<file path="src/rtl/imm_narrow_rx.sv">
// Toggle-framed word receiver: narrows 32-bit values to 16 bits into a FWFT FIFO.
// Define IMM_NARROW_SYNC_STAGE_EN to add one input register stage ahead of in_q.
module imm_narrow_rx #(
   parameter int DEPTH = 4
) (
   input  logic        clk,
   input  logic        rst,
   input  logic [32:0] data_in,
   input  logic        sinal,
   output logic [15:0] out_data,
   output logic        out_ovf,
   output logic        out_valid,
   input  logic        out_ready,
   output logic        full,
   output logic [7:0]  drop_cnt
);

   localparam int AW = (DEPTH > 1) ? $clog2(DEPTH) : 1;
   localparam logic [AW:0] CNT_FULL = (AW+1)'(DEPTH);

   logic [33:0]   stage_d;
   logic [33:0]   in_q;
   logic          tog_q;
   logic [AW-1:0] wptr_q, wptr_d;
   logic [AW-1:0] rptr_q, rptr_d;
   logic [AW:0]   count_q, count_d;
   logic [7:0]    drop_q, drop_d;
   logic [16:0]   mem_q [DEPTH];
   logic [16:0]   entry_d;
   logic [16:0]   head;
   logic          ev, fit, push, pop;

`ifdef IMM_NARROW_SYNC_STAGE_EN
   logic [33:0] sync_q;

   always_ff @(posedge clk or posedge rst) begin
      if (rst) sync_q <= '0;
      else     sync_q <= {sinal, data_in};
   end

   assign stage_d = sync_q;
`else
   assign stage_d = {sinal, data_in};
`endif

   // in_q[33] carries the mode bit sampled together with its word
   always_ff @(posedge clk or posedge rst) begin
      if (rst) begin
         in_q  <= '0;
         tog_q <= 1'b0;
      end else begin
         in_q  <= stage_d;
         tog_q <= in_q[32];
      end
   end

   assign ev  = in_q[32] ^ tog_q;
   assign fit = in_q[33] ? (in_q[31:16] == 16'h0000)
                         : ((&in_q[31:15]) | ~(|in_q[31:15]));
   assign entry_d = {~fit, in_q[15:0]};

   assign out_valid = (count_q != '0);
   assign full      = (count_q == CNT_FULL);
   assign pop       = out_valid & out_ready;
   assign push      = ev & (~full | pop);

   always_comb begin
      wptr_d  = wptr_q;
      rptr_d  = rptr_q;
      count_d = count_q;
      drop_d  = drop_q;
      if (push) wptr_d = wptr_q + 1'b1;
      if (pop)  rptr_d = rptr_q + 1'b1;
      unique case ({push, pop})
         2'b10:   count_d = count_q + 1'b1;
         2'b01:   count_d = count_q - 1'b1;
         default: count_d = count_q;
      endcase
      if (ev && !push && drop_q != 8'hFF) drop_d = drop_q + 1'b1;
   end

   always_ff @(posedge clk or posedge rst) begin
      if (rst) begin
         wptr_q  <= '0;
         rptr_q  <= '0;
         count_q <= '0;
         drop_q  <= '0;
      end else begin
         wptr_q  <= wptr_d;
         rptr_q  <= rptr_d;
         count_q <= count_d;
         drop_q  <= drop_d;
      end
   end

   always_ff @(posedge clk) begin
      if (push) mem_q[wptr_q] <= entry_d;
   end

   assign head     = mem_q[rptr_q];
   assign out_data = out_valid ? head[15:0] : 16'h0000;
   assign out_ovf  = out_valid & head[16];
   assign drop_cnt = drop_q;

endmodule

</file>
<file path="config.mk">
export PLATFORM = sky130hd
export DESIGN_NAME = imm_narrow_rx
export DESIGN_NICKNAME = d
export VERILOG_FILES = /design/src/rtl/imm_narrow_rx.sv
export SDC_FILE = /design/constraint.sdc
export NUM_CORES = 1
export LEC_CHECK = 0
export ABC_AREA = 1
export BUFFER_PORTS_ARGS = -buffer_cell sky130_fd_sc_hd__buf_2
export CAP_MARGIN = 5
export CORE_MARGIN = 2
export CORE_UTILIZATION = 55
export CTS_BUF_LIST = sky130_fd_sc_hd__clkbuf_4
export DETAILED_ROUTE_END_ITERATION = 8
export MAX_ROUTING_LAYER = met4
export PLACE_DENSITY = 0.75
export SYNTH_ARGS = -nofsm -noshare
export SYNTH_HDL_FRONTEND = slang
export SYNTH_SLANG_ARGS = --single-unit
</file>
<file path="constraint.sdc">
create_clock -name clk -period 2.32 [get_ports clk]
set_clock_uncertainty 0.1 [all_clocks]
set_input_delay 0.116 -clock clk [delete_from_list [all_inputs] [get_ports clk]]
set_output_delay 0.116 -clock clk [all_outputs]
set_load 0.005 [all_outputs]
</file>
==> metrics.md, run 1 <==
| Metric | Value |
|---|---|
| Die height | 94.6 um |
| Sequential Power Share | 0.471 |
| Post-Layout Inst Area | between 0.005 and 0.006 sq mm |
| Clk pwr share | 0.234 |
| Placer Congestion | 0.819 |
| XOR/XNOR Fraction of Synth Area | 0.0211 |
| Number of port buffers | 63 |
| Post-DP HPWL | ~5.2 mm |
| Type of origin of the critical path | register |
| Crit path kind | reg -> out |
| Area grow syn2layout | 24.0% |
| Worst-Skew Late Latency | 0.49 ns |
| CTS tree | yes |
| Largest net degree at the start of global routing | 36 |
| Final cell count without fillers | between 600 and 700 |
| Commonest non-fill, non-tap cells in the layout | nor2_1, edfxtp_1, buf_2 |
| Leakage | 2.35 nW |
| Compound-Gate Fraction of Synth Area | 0.0632 |
| Power Dens Cells | ~1100 mW/mm^2 |
| Gate power share | 0.296 |
| Crit end category | output port |
| Fmax | about 480 MHz |
| Post-CTS Setup Bufs | 0 |
| Setup-failing EPs final | 0 |
| Status | completed |
| Nets | approximately 530 |
| Wirelength per Cell | 14.7 um |
| DR iter-0 viols | 137 |
| Antenna violations before repair | 0 |
| Reg clk slew, reported paths | around 0.11 ns |
| Reg2reg path depth | 7 |
| DRC | 0 |
| Die width | 94.6 um |
| Max Cap Viol | 0 |
| Adder-cell share of the synthesized area | 0.0183 |
| Synth Area in Simple Gates | 0.134 |
| All-layer global routing usage | 0.229 |
| Most common cell after layout, fill and taps aside | nor2_1 |
| CP Depth | 4 |
| Largest family of logic cells by synthesized area | simple AND/OR/NAND/NOR gates |
| RSZ-0062 raised after global routing | false |
| Final WL | a little under 9 mm |
| Final Hold Fails | 0 |
| Via/cell ratio | 5.08 |
| Via count | 3086 |
| Register area share after synthesis | 0.730 |
| WP data arrival | ~1.9 ns |
| Remaining Overflow, GRT | 0 |
| Post-synth cell types | 25 |
| Root Buffer | clkbuf_4 |
| First-pass detailed-route iteration total | 5 |
| Final worst path period share | 0.906 |
| Post-Synthesis Cells | between 300 and 400 |
| Hold slack final | 0.155 ns |
| CTS max path bufs | 2 |
| Netlist Area Pre-Place | approximately 0.0045 sq mm |
| Vias in the first global route | approximately 3200 |
| Fin Setup TNS | 0 ns |
| Worst VDD drop | 0.000547 V |
| CTS buffer count | 17 |
| DP Cell Count | 539 |
| Delay-heaviest family, CP | buffers and inverters |
| CP max FO | 35 |
| Switching share of power | 0.339 |
| Layout cells sized above 1 | 0.223 |
| Worst hold path type | in -> async |
| Switching power | approximately 0.002 W |
| Placed instance area | 0.00496 sq mm |
| Synthesized flop and latch total | 118 |
| Clock net sink count | around 120 |
| Critical Path RT | ~2.1 ns |
| Internal Power | slightly below 0.004 W |
| Core area | 0.00809 sq mm |
| Worst Max-Slew Pin Slew | roughly 0.64 ns |
| Number of synthesis warnings | 0 |
| Die ar. | just under 0.009 sq mm |
| First-pass GRT wire length | ~15 mm |
| Post-synthesis mux area share | 0 |
| FP Rows | 33 |
| # IOs | 64 |
| Crit path max-delay cell type | dfrtp_1 |
| Max-slew violations | 0 |
| Initial Util | 0.557 |
| Syn nets | 418 |
| Buf/Inv on CP | 2 |
| Min cycle time layout | between 2 and 2.5 ns |
| Max H-tree Level | 4 |
| Critical path cell sequence | inv_2 > o21ai_0 > a21oi_1 > buf_2 |
| Mean area per synthesized cell | about 12 sq um |
| Relative slew slack | 0.573 |
| Final ANT Viol Nets | 0 |
| Crit path largest cell delay | 0.41 ns |
| N_diodes | 0 |
[cell type report]
cell class | count | area, sq um
tap | 105 | 131
fill | 603 | 2500
inverter | 24 | 90.1
timing repair buffer | 107 | 736
sequential | 118 | 3300
clock inverter | 14 | 136
multi-input combinational | 221 | 1070
clock buffer | 18 | 135
[logic make-up after synthesis]
logic type / after synthesis
adder cells (fa/ha/maj): 6
buffers and inverters: 36
AND/OR/NAND/NOR: 148
flip-flops: 118
XOR/XNOR: 10
AO/OA/AOI/OAI: 57
[power by group through the flow]
stage	combinational (W)	clock, W	sequential (W)
after floorplan	0.00115	0	0.00271
after global placement	0.00164	0	0.00279
after detailed placement	0.00169	0	0.00281
after CTS	0.00174	0.00141	0.00276
after global routing	0.00199	0.00150	0.00280
final	0.00174	0.00137	0.00277
[through the flow]
step                worst slack, ns  total power [W]  utilization
finish                        0.218          0.00588        0.691
floorplan                     0.238          0.00386            -
detailed placement            0.393          0.00449        0.613
global placement              0.461          0.00443        0.613
CTS                           0.135          0.00591        0.691
global route                 0.0625          0.00630        0.691
[layer usage]
metal	GRT usage	part of all wire
met1	0.261	0.41
met2	0.380	0.52
met3	0.0654	0.055
met4	0.101	0.018
met5	-	0
[registers in the layout, summed over array words and instances (netlist names)]
name	count
count_q	3
drop_cnt	8
in_q	34
mem_q	68
rptr_q	2
tog_q	1
wptr_q	2
[worst register-to-register path: stages, from the launching register on]
cell,delay [ns]
dfrtp_1,0.43
nor2_2,0.07
nand2_2,0.13
nand2_2,0.09
nand2_1,0.10
nand2_1,0.17
nor2_1,0.13
buf_4,0.30
[what timing repair did]
item                       in CTS  in global routing
resized for setup               1                  1
hold buffers                   36                  0
setup endpoints to repair      17                  1
hold endpoints to repair       67                  0
[synthesized netlist by cell type, drive strengths merged]
| cell | instances | area [sq um] |
|---|---|---|
| fa | 1 | 20.0 |
| edfxtp | 68 | 2040 |
| o21ai | 36 | 180 |
| nand2 | 44 | 173 |
| clkbuf | 5 | 18.8 |
| xor2 | 7 | 68.8 |
| dfrtp | 50 | 1250 |
| nand3b | 1 | 7.51 |
| ha | 5 | 62.6 |
| xnor2 | 3 | 26.3 |
| nor4 | 1 | 6.26 |
| nand3 | 4 | 20.0 |
| nand4 | 8 | 50.1 |
| a21oi | 21 | 105 |
| or2 | 1 | 6.26 |
| nor2 | 87 | 332 |
| inv | 24 | 90.1 |
| nor3 | 2 | 10.0 |
| buf | 7 | 41.3 |
[final timing paths]
kind	start	end	slack (ns)
setup / recovery	rptr_q[0]	out_ovf	0.22
hold / removal	rst	in_q[26]	0.15
setup reg to reg	count_q[0]	mem_q[1][11]	0.49
hold reg to reg	in_q[32]	tog_q	0.34
max in group asynchronous	rst	rptr_q[1]	1.33
min in group clk	data_in[10]	in_q[10]	0.16
(Power assumes the default switching activity.)
==> run 2: changes to the inputs <==
CORE_MARGIN = 4   (was 2)
==> metrics.md, run 2 (synthesized netlist as in run 1, its figures left out) <==
| Metric | Value |
|---|---|
| Max Cap Viol | 0 (unchanged) |
| Initial Util | 0.575 (+0.0174) |
| Min cycle time layout | 2.13 ns (+0.0229 ns) |
| GRT met2 Usage | 0.353 (-0.0278) |
| Antenna violations before repair | 0 (unchanged) |
| Via count | 3033 (-1.7%) |
| Max H-tree Level | 4 (unchanged) |
| Relative slew slack | 0.624 (+0.0515) |
| RSZ-0062 raised after global routing | false |
| Root Buffer | clkbuf_4 |
| Final WL | 9.32 mm (+4.4%) |
| Post-Route Utilization | 0.715 (+0.0243) |
| Crit path kind | reg -> out |
| Biggest register | mem_q |
| First-pass detailed-route iteration total | 4 (-1) |
| All-layer global routing usage | 0.211 (-0.0180) |
| Worst-Skew Late Latency | 0.50 ns (about the same) |
| Clock net sink count | 118 (unchanged) |
| WP data arrival | 1.91 ns (+0.02 ns) |
| CTS tree | yes |
| Final ANT Viol Nets | 0 (unchanged) |
| Commonest non-fill, non-tap cells in the layout | nor2_1, edfxtp_1, buf_2 |
| DP Worst Slack | 0.423 ns (+0.0292 ns) |
| Worst setup margin | 0.195 ns (-0.0229 ns) |
| CTS buffer count | 17 (unchanged) |
| Worst VDD drop | 0.000558 V (+2.1%) |
| CTS max path bufs | 2 (unchanged) |
| GR peak layer | met2 |
| Reg clk slew, reported paths | 0.12 ns (about the same) |
| Fin Setup TNS | 0 ns (unchanged) |
| Core area | 0.00785 sq mm (-3.0%) |
| N_diodes | 0 (unchanged) |
| Remaining Overflow, GRT | 0 (unchanged) |
| Final worst path period share | 0.916 (+0.00988) |
| Worst Max-Slew Pin Slew | 0.563 ns (-0.0771 ns) |
| Nets | 531 (-0.19%) |
| DR iter-0 viols | 162 (+18%) |
| Die ar. | 0.00971 sq mm (+8.6%) |
| Status | completed |
| Setup-failing EPs final | 0 (unchanged) |
| First-pass GRT wire length | 15.1 mm (+3.6%) |
| Most common cell after layout, fill and taps aside | nor2_1 |
| # IOs | 64 (unchanged) |
| Number of port buffers | 63 (unchanged) |
| FP Rows | 32 (-3.0%) |
| Vias in the first global route | 3066 (-3.6%) |
| Wirelength per Cell | 15.5 um (+5.0%) |
| Critical Path RT | 2.10 ns (about the same) |
| Fmax | 471 MHz (-1.1%) |
| Crit end category | output port |
| Type of origin of the critical path | register |
| M3 GR Usage | 0.0708 (+0.00533) |
| Final Hold Fails | 0 (unchanged) |
| Area grow syn2layout | 24.5% |
| Largest net degree at the start of global routing | 36 (unchanged) |
| CP max FO | 19 (-46%) |
| Met1 Use GR | 0.245 (-0.0159) |
| Post-DP HPWL | 5.38 mm (+2.9%) |
| Leakage | 2.37 nW (+0.63%) |
| Die height | 98.6 um (+4.2%) |
| Max-slew violations | 0 (unchanged) |
| Power Dens Cells | 1070 mW/mm^2 (+1.9%) |
| Die width | 98.6 um (+4.2%) |
| Number of flip-flops in the largest register | 68 (unchanged) |
| Via/cell ratio | 5.03 (-1.1%) |
| Placer Congestion | 0.774 (-5.4%) |
| Hold slack final | 0.104 ns (-0.0511 ns) |
| Worst hold path type | in -> async |
| Layout cells sized above 1 | 0.230 (+0.00643) |
| DRC | 0 (unchanged) |
## run 2: changes by cell type in the layout (fill, tap and decap cells not counted)
cell	change
clkinv_4	+2
dfrtp_2	+1
clkinvlp_4	-2
inv_8	+1
inv_4	+1
buf_4	-2
clkinv_2	-1
inv_2	-1
dfrtp_1	-1
buf_6	+1
inv_6	+4
clkbuf_4	-1
clkinv_1	-3
## run 2: layer usage
layer  wire, um  vias up
met1       3770     1441
met2       4950       87
li1           -     1498
met3        501        7
met4         93        0
met5          0        -
## run 2: worst max-delay path: stages (launching register included)
cell     delay (ns)
dfrtp_2        0.61
inv_2          0.24
nor2_1         0.14
o21ai_0        0.09
a21oi_1        0.19
buf_2          0.15
## run 2: cell type report
| cell class | count | area, sq um |
|---|---|---|
| inverter | 24 | 92.6 |
| timing repair buffer | 106 | 732 |
| sequential | 118 | 3300 |
| tap | 102 | 128 |
| clock buffer | 17 | 128 |
| fill | 557 | 2230 |
| multi-input combinational | 221 | 1070 |
| clock inverter | 15 | 169 |
## run 2: path summary, 6_finish.rpt
kind | start | end | slack, ns | depth (start not counted)
max in group asynchronous | rst | in_q[7] | 1.37 | 4
hold / removal | rst | in_q[24] | 0.10 | 3
setup / recovery | rptr_q[1] | out_data[15] | 0.19 | 5
min in group clk | data_in[10] | in_q[10] | 0.15 | 2
hold reg to reg | in_q[32] | tog_q | 0.34 | 0
setup reg to reg | count_q[2] | mem_q[3][16] | 0.51 | 7
## run 2: power breakdown
group / total (W) / switching, W / internal (W)
clock: 0.00150 / 0.000837 / 0.000663
sequential: 0.00281 / 0.000240 / 0.00257
combinational: 0.00171 / 0.00103 / 0.000685
## run 2: per-stage QoR
step	area (sq um)	instances	power (W)
floorplan	4510	375	0.00386
global placement	4950	535	0.00443
detailed placement	4950	535	0.00449
CTS	5610	603	0.00602
global route	5610	603	0.00643
finish	5610	603	0.00602
## run 2: what timing repair did
action	CTS	global route
gates resized for setup	2	4
endpoints found under the hold margin	76	0
buffers inserted	0	0
hold buffers	36	0
endpoints found under the setup margin	17	17
==> run 3: changes to the inputs <==
BUFFER_PORTS_ARGS = unset   (was -buffer_cell sky130_fd_sc_hd__buf_2)
DONT_BUFFER_PORTS = 1   (was unset)
PLACE_DENSITY = 0.68   (was 0.75)
==> metrics.md, run 3 (synthesized netlist as in run 1, its figures left out) <==
| Metric | Value |
|---|---|
| Status | completed |
| Relative slew slack | 0.353 (-0.272) |
| Crit end category | output port |
| Clock net sink count | 118 (unchanged) |
| Wirelength per Cell | 16.0 um (+3.4%) |
| Most common cell after layout, fill and taps aside | nor2_1 |
| Layout cells sized above 1 | 0.120 (-0.110) |
| FP Rows | 32 (unchanged) |
| All-layer global routing usage | 0.199 (-0.0121) |
| Worst VDD drop | 0.000691 V (+24%) |
| Antenna violations before repair | 0 (unchanged) |
| Vias in the first global route | 2901 (-5.4%) |
| Worst Max-Slew Pin Slew | 0.968 ns (+0.405 ns) |
| Die width | 98.6 um (unchanged) |
| Power Dens Cells | 1060 mW/mm^2 (-0.86%) |
| Via count | 2824 (-6.9%) |
| Largest net degree at the start of global routing | 36 (unchanged) |
| WP data arrival | 1.84 ns (-0.07 ns) |
| Reg clk slew, reported paths | 0.12 ns (about the same) |
| DRC | 0 (unchanged) |
| Crit path kind | reg -> out |
| Routed length on met2 | 4.31 mm (-13%) |
| Post-CTS Setup Bufs | 0 (unchanged) |
| CTS tree | yes |
| DP Worst Slack | 0.577 ns (+0.154 ns) |
| Number of flip-flops in the largest register | 68 (unchanged) |
| Fin Setup TNS | 0 ns (unchanged) |
| Final worst path period share | 0.887 (-0.0293) |
| Initial Util | 0.575 (unchanged) |
| Final ANT Viol Nets | 0 (unchanged) |
| Worst setup margin | 0.263 ns (+0.0680 ns) |
| Die ar. | 0.00971 sq mm (unchanged) |
| Max H-tree Level | 4 (unchanged) |
| Highest Signal Layer | met4 |
| Max Cap Viol | 0 (unchanged) |
| CP max FO | 18 (-1) |
| N_diodes | 0 (unchanged) |
| Remaining Overflow, GRT | 0 (unchanged) |
| Min cycle time layout | 2.06 ns (-0.0680 ns) |
| Leakage | 2.12 nW (-11%) |
| Core area | 0.00785 sq mm (unchanged) |
| Nets | 473 (-11%) |
| Die height | 98.6 um (unchanged) |
| Commonest non-fill, non-tap cells in the layout | nor2_1, edfxtp_1, dfrtp_1 |
| Via/cell ratio | 5.18 (+3.0%) |
| CTS max path bufs | 2 (unchanged) |
| Post-DP HPWL | 5.13 mm (-4.5%) |
| M1 WL | 3.76 mm (-0.45%) |
| Worst hold path type | in -> async |
| Type of origin of the critical path | register |
| First-pass detailed-route iteration total | 7 (+3) |
| Final Hold Fails | 0 (unchanged) |
| Biggest register | mem_q |
| Fmax | 486 MHz (+3.3%) |
| Root Buffer | clkbuf_4 |
| Area grow syn2layout | 17.3% |
| RSZ-0062 raised after global routing | false |
| Critical Path RT | 2.10 ns (about the same) |
| Worst-Skew Late Latency | 0.51 ns (about the same) |
| Max-slew violations | 0 (unchanged) |
| Number of port buffers | 0 (-100%) |
| CTS buffer count | 17 (unchanged) |
| Filler Cells Inserted | 595 (+6.8%) |
| Final WL | 8.71 mm (-6.6%) |
| WL met3 | 446 um (-11%) |
| DR iter-0 viols | 129 (-20%) |
| Placer Congestion | 0.769 (-0.62%) |
| Setup-failing EPs final | 0 (unchanged) |
| # IOs | 64 (unchanged) |
| First-pass GRT wire length | 14.4 mm (-4.9%) |
run 3: cell count changes in the layout (fill, tap and decap cells not counted), moves of 2 or more:
| cell | previous run | this run |
|---|---|---|
| buf_2 | 63 | 0 |
| inv_4 | 1 | 3 |
| inv_6 | 4 | 2 |
| clkinv_4 | 4 | 2 |
| buf_4 | 6 | 11 |
| clkinv_1 | 0 | 2 |
run 3: report_power, final:
part	internal, W	total, W	switching, W
clock network	0.000536	0.00134	0.000802
logic	0.000512	0.00152	0.00101
registers	0.00256	0.00276	0.000204
run 3: through the flow:
stage          area, sq um   util  cells  power, W  hold slack (ns)
3_5_place_dp          4660  0.594    476   0.00428          -0.0507
4_1_cts               5290  0.674    545   0.00565         0.000490
5_1_grt               5290  0.674    545   0.00603          0.00605
2_1_floorplan         4510      -    375   0.00386           0.0474
3_3_place_gp          4660  0.594    476   0.00424          -0.0578
6_report              5290  0.674    545   0.00562           0.0221
run 3: final timing paths:
path	slack [ns]	startpoint	endpoint	cells after the start
max reg2reg	0.53	in_q[32]	count_q[2]	9
min reg2reg	0.33	in_q[32]	tog_q	0
min	0.02	rst	drop_cnt[5]	3
max in group asynchronous	0.73	rst	count_q[2]	3
max	0.26	rptr_q[0]	out_data[4]	5
min in group clk	0.05	data_in[30]	in_q[30]	1
run 3: area by class of cell:
cell class                      instances  area [sq um]  area share
Clock buffer                           17           128      0.0241
Clock inverter                         15           129      0.0244
Inverter                               24          92.6      0.0175
Multi-Input combinational cell        221          1070       0.202
Sequential cell                       118          3290       0.623
Tap cell                              102           128      0.0241
Timing Repair Buffer                   48           453      0.0856
run 3: critical path, stage by stage (launching register included):
cell and delay, ns:
dfrtp_1 0.54, buf_4 0.30, nor2_1 0.08, nor2_1 0.09, o21ai_0 0.12, a21oi_1 0.21
run 3: timing repair:
action	CTS	global route
hold buffers	37	0
endpoints found under the hold margin	94	0
resized for setup	0	3
endpoints found under the setup margin	0	3
run 3: layer usage:
layer | global-route usage | vias up
li1 | - | 1383
met1 | 0.251 | 1332
met2 | 0.307 | 91
met3 | 0.0538 | 18
met4 | 0.0840 | 0
met5 | - | -
